### src/rtl/meas_seq_stacked.sv
// Measurement sequencer for the stacked odometer power-enable control set:
// stress -> settle -> timed ROSC window -> result hold -> glitch-free release.
module meas_seq_stacked #(
  parameter int CNT_W      = 16,
  parameter int SETTLE_CYC = 8,
  parameter int ITER_W     = 8
) (
  input  logic              CLK,
  input  logic              RESET,
  input  logic              MEAS_REQ,
  input  logic              CONT,
  input  logic              ABORT,
  input  logic [CNT_W-1:0]  STRESS_LEN,
  input  logic [CNT_W-1:0]  MEAS_LEN,
  input  logic              RESULT_ACK,
  output logic              START,
  output logic              MEAS_STRESS,
  output logic              MEAS_DONE,
  output logic              RESULT_VLD,
  output logic              BUSY,
  output logic [ITER_W-1:0] ITER_CNT
);

  localparam logic [2:0] S_IDLE    = 3'd0;
  localparam logic [2:0] S_STRESS  = 3'd1;
  localparam logic [2:0] S_SETTLE  = 3'd2;
  localparam logic [2:0] S_MEAS    = 3'd3;
  localparam logic [2:0] S_HOLD    = 3'd4;
  localparam logic [2:0] S_RELEASE = 3'd5;

  localparam logic [CNT_W-1:0] SETTLE_LOAD = CNT_W'(SETTLE_CYC - 1);
  localparam logic [CNT_W-1:0] CNT_ONE     = CNT_W'(1);

  logic [2:0]        state_q, state_d;
  logic [CNT_W-1:0]  cnt_q, cnt_d;
  logic              abrt_q, abrt_d;
  logic [ITER_W-1:0] iter_q, iter_d;
  logic              arm;

  logic start_q, mstress_q, mdone_q, vld_q, busy_q;
  logic start_d, mstress_d, mdone_d, vld_d, busy_d;

  always_comb begin
    state_d = state_q;
    cnt_d   = cnt_q;
    abrt_d  = abrt_q;
    iter_d  = iter_q;
    arm     = 1'b0;
    case (state_q)
      S_IDLE: arm = MEAS_REQ;
      S_STRESS, S_SETTLE, S_MEAS: begin
        if (ABORT) begin
          state_d = S_RELEASE;
          cnt_d   = '0;
          abrt_d  = 1'b1;
        end else if (cnt_q != '0) begin
          cnt_d = cnt_q - CNT_ONE;
        end else if (state_q == S_STRESS) begin
          state_d = S_SETTLE;
          cnt_d   = SETTLE_LOAD;
        end else if (state_q == S_SETTLE) begin
          state_d = S_MEAS;
          cnt_d   = (MEAS_LEN == '0) ? '0 : MEAS_LEN - CNT_ONE;
        end else begin
          state_d = S_HOLD;
          iter_d  = (iter_q == '1) ? iter_q : iter_q + ITER_W'(1);
        end
      end
      S_HOLD: begin
        // ABORT outranks RESULT_ACK so an aborted hold never re-arms
        if (ABORT) begin
          state_d = S_RELEASE;
          abrt_d  = 1'b1;
        end else if (RESULT_ACK) begin
          state_d = S_RELEASE;
          abrt_d  = 1'b0;
        end
      end
      S_RELEASE: begin
        if (CONT && !abrt_q) arm = 1'b1;
        else                 state_d = S_IDLE;
      end
      default: state_d = S_IDLE;
    endcase
    if (arm) begin
      abrt_d = 1'b0;
      if (STRESS_LEN == '0) begin
        state_d = S_SETTLE;
        cnt_d   = SETTLE_LOAD;
      end else begin
        state_d = S_STRESS;
        cnt_d   = STRESS_LEN - CNT_ONE;
      end
    end
  end

  // Outputs are decoded from the next state and registered, so every
  // output changes only at a clock edge.
  always_comb begin
    start_d   = 1'b0;
    mstress_d = 1'b0;
    mdone_d   = 1'b0;
    vld_d     = 1'b0;
    busy_d    = (state_d != S_IDLE);
    case (state_d)
      S_STRESS:  start_d = 1'b1;
      S_SETTLE:  begin mstress_d = 1'b1; mdone_d = 1'b1; end
      S_MEAS:    mstress_d = 1'b1;
      S_HOLD:    begin mstress_d = 1'b1; mdone_d = 1'b1; vld_d = 1'b1; end
      S_RELEASE: mdone_d = 1'b1;
      default:   ;
    endcase
  end

  always_ff @(posedge CLK) begin
    if (RESET) begin
      state_q   <= S_IDLE;
      cnt_q     <= '0;
      abrt_q    <= 1'b0;
      iter_q    <= '0;
      start_q   <= 1'b0;
      mstress_q <= 1'b0;
      mdone_q   <= 1'b0;
      vld_q     <= 1'b0;
      busy_q    <= 1'b0;
    end else begin
      state_q   <= state_d;
      cnt_q     <= cnt_d;
      abrt_q    <= abrt_d;
      iter_q    <= iter_d;
      start_q   <= start_d;
      mstress_q <= mstress_d;
      mdone_q   <= mdone_d;
      vld_q     <= vld_d;
      busy_q    <= busy_d;
    end
  end

  assign START       = start_q;
  assign MEAS_STRESS = mstress_q;
  assign MEAS_DONE   = mdone_q;
  assign RESULT_VLD  = vld_q;
  assign BUSY        = busy_q;
  assign ITER_CNT    = iter_q;

endmodule

### config.mk
export PLATFORM = sky130hd
export DESIGN_NAME = meas_seq_stacked
export DESIGN_NICKNAME = d
export VERILOG_FILES = /design/src/rtl/meas_seq_stacked.sv
export SDC_FILE = /design/constraint.sdc
export NUM_CORES = 1
export LEC_CHECK = 0
export BUFFER_PORTS_ARGS = -buffer_cell sky130_fd_sc_hd__buf_2
export CAP_MARGIN = 30
export CORE_MARGIN = 8
export CORE_UTILIZATION = 30
export DETAILED_ROUTE_END_ITERATION = 10
export PLACE_DENSITY_LB_ADDON = 0.25
export SYNTH_ARGS = -nofsm -noshare
export SYNTH_HDL_FRONTEND = slang
export SYNTH_SLANG_ARGS = --single-unit
### constraint.sdc
create_clock -name CLK -period 6.3 [get_ports CLK]
set_input_delay 0.945 -clock CLK [delete_from_list [all_inputs] [get_ports CLK]]
set_output_delay 0.945 -clock CLK [all_outputs]
set_load 0.03 [all_outputs]
### Yosys cells after proc, flatten, opt, wreduce, memory -nomap -nowiden

Index checks and enable logic that the tools add are counted.

* memories: 0
* output and inout bits: 13
* ROM bits: 0
* logic and storage cells: 76
* register bits: 33
* RAM bits: 0
* latch bits: 0
* input port bits: 38

* magnitude comparators: 0
* div/mod/pow operators: 0
* reduce and logical (&&, ||, !) cells: 17
* bitwise gates (word level): 5
* equal/unequal tests: 13
* add/sub/neg operators: 4
* $mul: 0
* mux-type cells: 28
* shifts and indexed selects: 0

Operators with widths (number)
* 16-bit two-way mux: 8
* 16-bit by 1-bit subtractor with 16-bit output (second input constant): 3
* 16-bit zero test: 2
* 3-bit two-way mux: 8
* 16-bit nonzero test: 1
* 3-bit by 2-bit equality test with 1-bit output (second input constant): 4
* 3-bit equality test (second input constant): 4
* 3-bit one-hot mux with 4 select lines: 1
* 3-bit OR reduction: 3
* 8-bit by 1-bit adder with 8-bit output (second input constant): 1
* 8-bit equality test (second input constant): 1
* 1-bit two-way mux: 8
* 3-bit by 1-bit equality test with 1-bit output (second input constant): 2
* 6-bit AND reduction: 1
* 1-bit inverter: 5
* 5-bit nonzero test: 1
* 1-bit one-hot mux with 2 select lines: 2
* 2-bit nonzero test: 2
* 3-bit zero test: 1
* 3-bit inequality test (second input constant): 1
* 3-bit AND reduction: 1
* 3-bit nonzero test: 1
* 2-bit two-way mux: 1
* 2-bit inequality test (second input constant): 1
* other kinds (4): 4

### Logic depth before layout (Yosys ltp)

Gate-level depths: netlist (run 1).

* depth in word-level cells: 10
* gate-level depth with buffers: 11
* depth with buffers taken out: 8

### Worst setup path after synthesis (run 1)

Ideal clock, no wire load.

* path kind: input -> register
* start point: in MEAS_LEN[5]
* end point: reg cnt_q[8]
* setup time: 0.131 ns
* stages on the path: 6
* slack: 3.720 ns
* required time: 6.169 ns
* path buffers: 0
* data arrival time: 2.449 ns
* path through: nor4_2 nand2_1 or3_1 xnor2_1 a2111oi_0 nor3_1

* cells in the longest elaborated chain, start to end: 8
* elaborated cells on any way between the ends: 9
* those cells by class: add/sub: 1; mux: 7; reduce/logical: 1

Ends and longest elaborated chain
* start: declaration: line 14 `input logic [CNT_W-1:0] MEAS_LEN,`
* 16-bit by 1-bit subtractor with 16-bit output or 16-bit zero test (tied branches): line 63 `cnt_d = (MEAS_LEN == '0) ? '0 : MEAS_LEN - CNT_ONE;`
* 16-bit two-way mux (*): line 63
* 16-bit two-way mux (*): line 61 `end else if (state_q == S_SETTLE) begin`
* 16-bit two-way mux (*): line 58 `end else if (state_q == S_STRESS) begin`
* 16-bit two-way mux (*): line 56 `end else if (cnt_q != '0) begin`
* 16-bit two-way mux (*): line 52 `if (ABORT) begin`
* 16-bit two-way mux (*): line 49 `case (state_q)`
* 16-bit two-way mux (*): line 85 `if (arm) begin`
* end signal: assignment: line 128 `cnt_q <= cnt_d;`
* end: declaration: line 35 `logic [CNT_W-1:0] cnt_q, cnt_d;`

Every way passes the cells marked *; elsewhere a longest branch is shown, timed or not. The select of a mux whose other input is x is not followed.
A chain may end at the register's enable or synchronous reset.

### Worst setup path in the final report (run 1)

* start point: reg cnt_q[3]
* end point: reg cnt_q[3]

* cells in the longest elaborated chain, start to end: 5
* elaborated cells on any way between the ends: 8
* those cells by class: add/sub: 1; mux: 4; reduce/logical: 3

Ends and longest elaborated chain (line)
* 16-bit by 1-bit subtractor with 16-bit output or 16-bit nonzero test (tied branches): 57, 56
* 16-bit two-way mux: 56
* 16-bit two-way mux: 52
* 16-bit two-way mux: 49
* 16-bit two-way mux: 85

Several ways; a longest one is shown, not always the timed one. The select of a mux whose other input is x is not followed.

==> results of run 1 <==
[sequential cells by signal, indices dropped and copies added, names as in the netlist]
signal and count:
cnt_q 16, ITER_CNT 8, state_q 3, BUSY 1
MEAS_DONE 1, MEAS_STRESS 1, RESULT_VLD 1, START 1
abrt_q 1
[layer usage]
metal  wire length, microns  part of all wire, %  vias to the layer above  GRT usage [%]
li1                       -                    -                     1394              -
met1                   3870                   48                     1268           19.2
met2                   3450                   43                      100           21.1
met3                    586                  7.3                       10           2.64
met4                    149                  1.8                        0           5.21
met5                      0                    0                        -              0
[worst max-delay path by stage]
stage / startpoint / to / slack, ns / depth (start not counted)
floorplan: MEAS_LEN[5] / cnt_q[8]$_SDFFE_PP0P_ / 3.72 / 6
global placement: STRESS_LEN[6] / MEAS_STRESS$_SDFF_PP0_ / 3.19 / 6
detailed placement: STRESS_LEN[6] / MEAS_STRESS$_SDFF_PP0_ / 3.20 / 6
CTS: cnt_q[3]$_SDFFE_PP0P_ / cnt_q[3]$_SDFFE_PP0P_ / 3.39 / 6
global route: cnt_q[3]$_SDFFE_PP0P_ / cnt_q[3]$_SDFFE_PP0P_ / 3.06 / 6
finish: cnt_q[3]$_SDFFE_PP0P_ / cnt_q[3]$_SDFFE_PP0P_ / 3.36 / 6
[power by group]
group	internal (mW)	leakage (nW)	switching (mW)	total [mW]
logic	0.254	0.839	0.411	0.665
clock network	0.0988	0.0542	0.0802	0.179
registers	0.269	0.271	0.0876	0.357
total	0.622	1.16	0.579	1.20
[cell families after synthesis]
kind of cell / synth area share, %
flops: 25.2
mux: 0.812
compound gates: 20.1
xor+xnor: 12.7
buf+inv: 3.30
fa+ha+maj: 2.39
simple gates: 35.5
[cells in the mapped netlist, types with 3 or more instances]
master / number / area share, %
nand4_1: 8 / 1.9
dfxtp_1: 33 / 25
nor3_1: 24 / 4.6
xor2_1: 22 / 7.4
ha_1: 5 / 2.4
nor4_2: 3 / 1.4
nand3_1: 14 / 2.7
nor3b_1: 6 / 1.7
o21ai_0: 10 / 1.9
or3b_2: 3 / 1.0
buf_2: 6 / 1.1
nand3b_1: 4 / 1.1
a211oi_1: 9 / 2.6
o211ai_1: 3 / 0.86
a2111oi_0: 4 / 1.3
a21oi_1: 18 / 3.4
nand2b_1: 3 / 0.72
nand2_1: 32 / 4.6
a21o_1: 3 / 0.86
or3_1: 8 / 1.9
xnor2_1: 16 / 5.3
clkbuf_1: 7 / 1.0
nor4_1: 5 / 1.2
a22oi_1: 5 / 1.4
inv_1: 8 / 1.1
and2_1: 3 / 0.72
nor2_1: 49 / 7.0
a31oi_1: 5 / 1.2
[metrics by stage]
step / instances / util (%) / setup slack (ns) / hold WS (ns) / power, mW
2_1_floorplan: 352 / - / 3.72 / 0.472 / 0.851
3_3_place_gp: 497 / 34.3 / 3.19 / 0.498 / 1.02
3_5_place_dp: 497 / 34.3 / 3.20 / 0.495 / 1.01
4_1_cts: 505 / 35.5 / 3.39 / 0.507 / 1.19
5_1_grt: 505 / 35.5 / 3.06 / 0.541 / 1.30
6_report: 505 / 35.5 / 3.36 / 0.507 / 1.20
[worst max-delay path, delay by kind of cell (launching register included)]
kind	cells	cell delay [ns]
flip-flops	1	0.37
AND/OR/NAND/NOR	3	1.76
AO/OA/AOI/OAI	3	0.72
[layout make-up]
cell class	count	area share [%]
multi-input cells	298	61.4
inverters	8	0.984
well taps	108	4.43
flip-flops and latches	33	21.7
repair buffers	50	8.20
clock buffers	7	3.16
clock inverters	1	0.164
==> impl_metrics.tcl, run 1 <==
set metrics [dict create \
    r2r-start "cnt_q[3]$_SDFFE_PP0P_" \
    register_area_sq_um 661 \
    synth.distinct_cells 55 \
    ctsHtreeMaxLevel 2 \
    fmax_mhz 340 \
    synth.avg_cell_area_sq_um 7.44 \
    post_cts_resized 0 \
    layout_commonest_cell "buf_2" \
    cpPeakStageDelay_ns 0.84 \
    drt_iter0_markers 231 \
    place_area_sq_um 2950 \
    vias 2772 \
    critPathKind "flip-flop to flip-flop" \
    setup-tns-final_ns 0 \
    hold_depth 2 \
    antenna_found_initial 0 \
    layout_common_cells "50 x buf_2, 49 x nor2_1, 33 x dfxtp_1" \
    postRouteWirelength_mm 8.06 \
    p_per_area_nw_per_um2 394 \
    cp-start-kind "flip-flop" \
    status "completed" \
    fp.dieW_microns 109 \
    synth_edf_count 0 \
    report.final.slew_viol_count 0 \
    clock_path_buffers 2 \
    critPathCaptureType "flip-flop" \
    r2r_cells 6 \
    ir_drop_uv 114 \
    cts_made_buffers 5 \
    period_share_pct 46.7 \
    core_area_sq_um 8590 \
    synthToLayoutAreaGrowth_pct 16.4 \
    std_cell_rows 34 \
    die_h_microns 109 \
    grt-ovfl-total 0 \
    ant_nets 0 \
    worstPathCellList "nor4_2 -> nand4_1 -> o21ai_1 -> and2_1 -> a21oi_1 -> a211oi_1" \
    finalSetupViolCount 0 \
    fin_area_sq_um 3050 \
    hold_viol 0 \
    cts_tree "built" \
    num-fill-cells 938 \
    io_buffers 50 \
    slew_headroom_pct 37.4 \
    ys_seq_elements 33 \
    critPathMaxFanout 15 \
    path_clk_slew_ns 0.07 \
    synthFlopType "dfxtp_1" \
    diodes 0 \
    cp_slowest_cell "nor4_2" \
    grt_pass1_vias 2706 \
    via_per_inst 5.49 \
    min_from "cnt_q[0]$_SDFFE_PP0P_" \
    cap_violations 0 \
    synthCells 352 \
    r2r-end "cnt_q[3]$_SDFFE_PP0P_" \
    grt_max_degree 33 \
    cts_root_buffer "clkbuf_8" \
    period_needed_ns 2.94 \
    dr.pass1.iters 4 \
    layout.nets 439 \
    dieArea_sq_um 12000 \
    worst_pin_slew_ns 0.931 \
    ctsHoldBuffers 0 \
    rsz0062_at_grt "no" \
    io_pins 51 \
    whs_endpoint "cnt_q[0]$_SDFFE_PP0P_" \
    post-cts-setup-buffers 0 \
    arrival_ns 3.14 \
    synthArstFlopShare_pct 0 \
    drc_errors 0 \
    clock_sinks 33 \
    clkLatencyLatePin_ns 0.29 \
    worstPathRequired_ns 6.49 \
    fin_skew_ns 0.0126 \
    finalWeightedCongestion 0.889 \
    total_leakage_power_nw 1.16 \
    multi_input_area_sq_um 1870 \
    drive_gt1_share_pct 17.1 \
    grt_pass1_wl_mm 13.4 \
    regToRegSetupSlack_ns 3.36 \
    syn_nets 395 \
    syn_area_sq_um 2620 \
    hpwl_mm 6.30 \
    track_usage_pct 13.9 \
    ys_warn_count 0 \
    wl_per_cell_microns 16.0 \
    initial_utilization_pct 30.5 \
    yosysSeqAreaShare_pct 25.2 \
    hold_path.class "flip-flop to flip-flop" \
]
No activity file was read; power rests on OpenSTA's default activity.
==> run 2, diff against run 1 <==
==> constraint.sdc (replaced) <==
create_clock -name CLK -period 2.4 [get_ports CLK]
set_input_delay 0.36 -clock CLK [delete_from_list [all_inputs] [get_ports CLK]]
set_output_delay 0.36 -clock CLK [all_outputs]
set_load 0.03 [all_outputs]
==> impl_metrics.tcl, run 2 (same netlist as run 1, synthesis figures left out) <==
set metrics [dict create \
    vias 2869 \
    largest_reg_flops 16 \
    clock_path_buffers 2 \
    hold_path.class "input port to flip-flop" \
    critPathMaxFanout 8 \
    path_clk_slew_ns 0.08 \
    postRouteWirelength_mm 8.50 \
    fin_skew_ns 0.0128 \
    post-place-ws_ns -0.0502 \
    total_leakage_power_nw 1.31 \
    fp.dieW_microns 109 \
    worstPathRequired_ns 2.62 \
    grt_pass1_wl_mm 14.0 \
    hold_viol 0 \
    status "completed" \
    cts_tree "built" \
    finalWeightedCongestion 0.885 \
    worst_pin_slew_ns 0.799 \
    initial_utilization_pct 30.5 \
    multi_input_area_sq_um 1880 \
    ant_nets 0 \
    cts_made_buffers 5 \
    rsz0062_at_grt "no" \
    grt_pass1_vias 2832 \
    layout.nets 468 \
    critPathKind "flip-flop to flip-flop" \
    ctsHtreeMaxLevel 2 \
    period_needed_ns 2.24 \
    dieArea_sq_um 12000 \
    via_per_inst 5.37 \
    register_area_sq_um 661 \
    grt_max_degree 33 \
    clkLatencyLatePin_ns 0.30 \
    layout_common_cells "50 x buf_2, 49 x nor2_1, 33 x dfxtp_1" \
    slew_headroom_pct 46.5 \
    wl_per_cell_microns 15.9 \
    antenna_found_initial 0 \
    io_pins 51 \
    layout_commonest_cell "buf_2" \
    num-fill-cells 949 \
    core_area_sq_um 8590 \
    ir_drop_uv 343 \
    drive_gt1_share_pct 23.0 \
    largest_register "cnt_q" \
    p_per_area_nw_per_um2 1080 \
    fmax_mhz 446 \
    std_cell_rows 34 \
    finalSetupViolCount 0 \
    drt_iter0_markers 190 \
    period_share_pct 93.4 \
    track_usage_pct 14.6 \
    arrival_ns 2.46 \
    clock_sinks 33 \
    report.final.slew_viol_count 0 \
    cap_violations 0 \
    io_buffers 50 \
    dr.pass1.iters 4 \
    hpwl_mm 6.81 \
    drc_errors 0 \
    critPathCaptureType "flip-flop" \
    cts_root_buffer "clkbuf_8" \
    die_h_microns 109 \
    diodes 0 \
    fin_ws_ns 0.158 \
    cp-start-kind "flip-flop" \
    grt-ovfl-total 0 \
    power.total_mw 3.54 \
    synthToLayoutAreaGrowth_pct 25.6 \
]
run 2: cell types whose count changed in the layout (fill, tap and decap cells not counted):
cell and delta:
a21oi_1 -1, clkbuf_8 -1, clkinv_2 -1, bufinv_16 +1, nand2b_1 -1, a2111oi_1 +1, nand2b_2 +1, a2111oi_0 -1
clkbuf_1 +1, buf_4 +29, a21oi_2 +1
run 2: layout make-up:
class | instances | share of cell area (%)
Multi-Input combinational cell | 298 | 57.1
Tap cell | 108 | 4.11
Sequential cell | 33 | 20.1
Clock inverter | 1 | 0.913
Clock buffer | 7 | 2.62
Inverter | 8 | 0.913
Timing Repair Buffer | 79 | 14.2
run 2: path summary, 6_finish.rpt:
path                              start                     to  slack [ns]  depth (start not counted)
setup reg to reg  state_q[2]$_SDFF_PP0_  cnt_q[7]$_SDFFE_PP0P_        0.16                          5
setup / recovery  state_q[2]$_SDFF_PP0_  cnt_q[7]$_SDFFE_PP0P_        0.16                          5
hold / removal               RESULT_ACK    abrt_q$_SDFFE_PP0P_        0.43                          4
hold reg to reg     abrt_q$_SDFFE_PP0P_    abrt_q$_SDFFE_PP0P_        0.53                          2
run 2: metal layers:
layer	track usage [%]	vias to the layer above	wire, microns
met3	2.70	9	663
met2	22.7	99	3750
met5	0	-	0
met4	5.01	0	131
met1	19.8	1313	3950
li1	-	1448	-
run 2: report_power, final:
part	internal (mW)	switching, mW
logic	0.896	1.18
clock network	0.339	0.217
registers	0.707	0.203
run 2: worst max-delay path, cell delays in order, from the launching register on:
cell and delay [ns]:
dfxtp_1 0.37, or3b_2 0.50, a21o_1 0.31, nor2_1 0.50, a221oi_1 0.24, a211oi_1 0.25
run 2: stage by stage:
step | hold WS (ns) | instances | utilization [%] | TNS (ns) | area (sq um)
after CTS | 0.426 | 534 | 38.2 | 0 | 3290
after global placement | 0.518 | 526 | 36.9 | -0.00323 | 3170
after detailed placement | 0.534 | 526 | 36.9 | -0.0777 | 3170
after global routing | 0.447 | 534 | 38.3 | 0 | 3290
after floorplan | 0.450 | 352 | - | 0 | 2620
final | 0.429 | 534 | 38.3 | 0 | 3290
run 2: repair_timing:
item / 4_1_cts / 5_1_grt
gates resized for setup: 1 / 2
pin swaps: 0 / 0
setup endpoints to repair: 1 / 2
gates cloned: 0 / 0
setup buffers: 0 / 0
hold buffers: 0 / 0
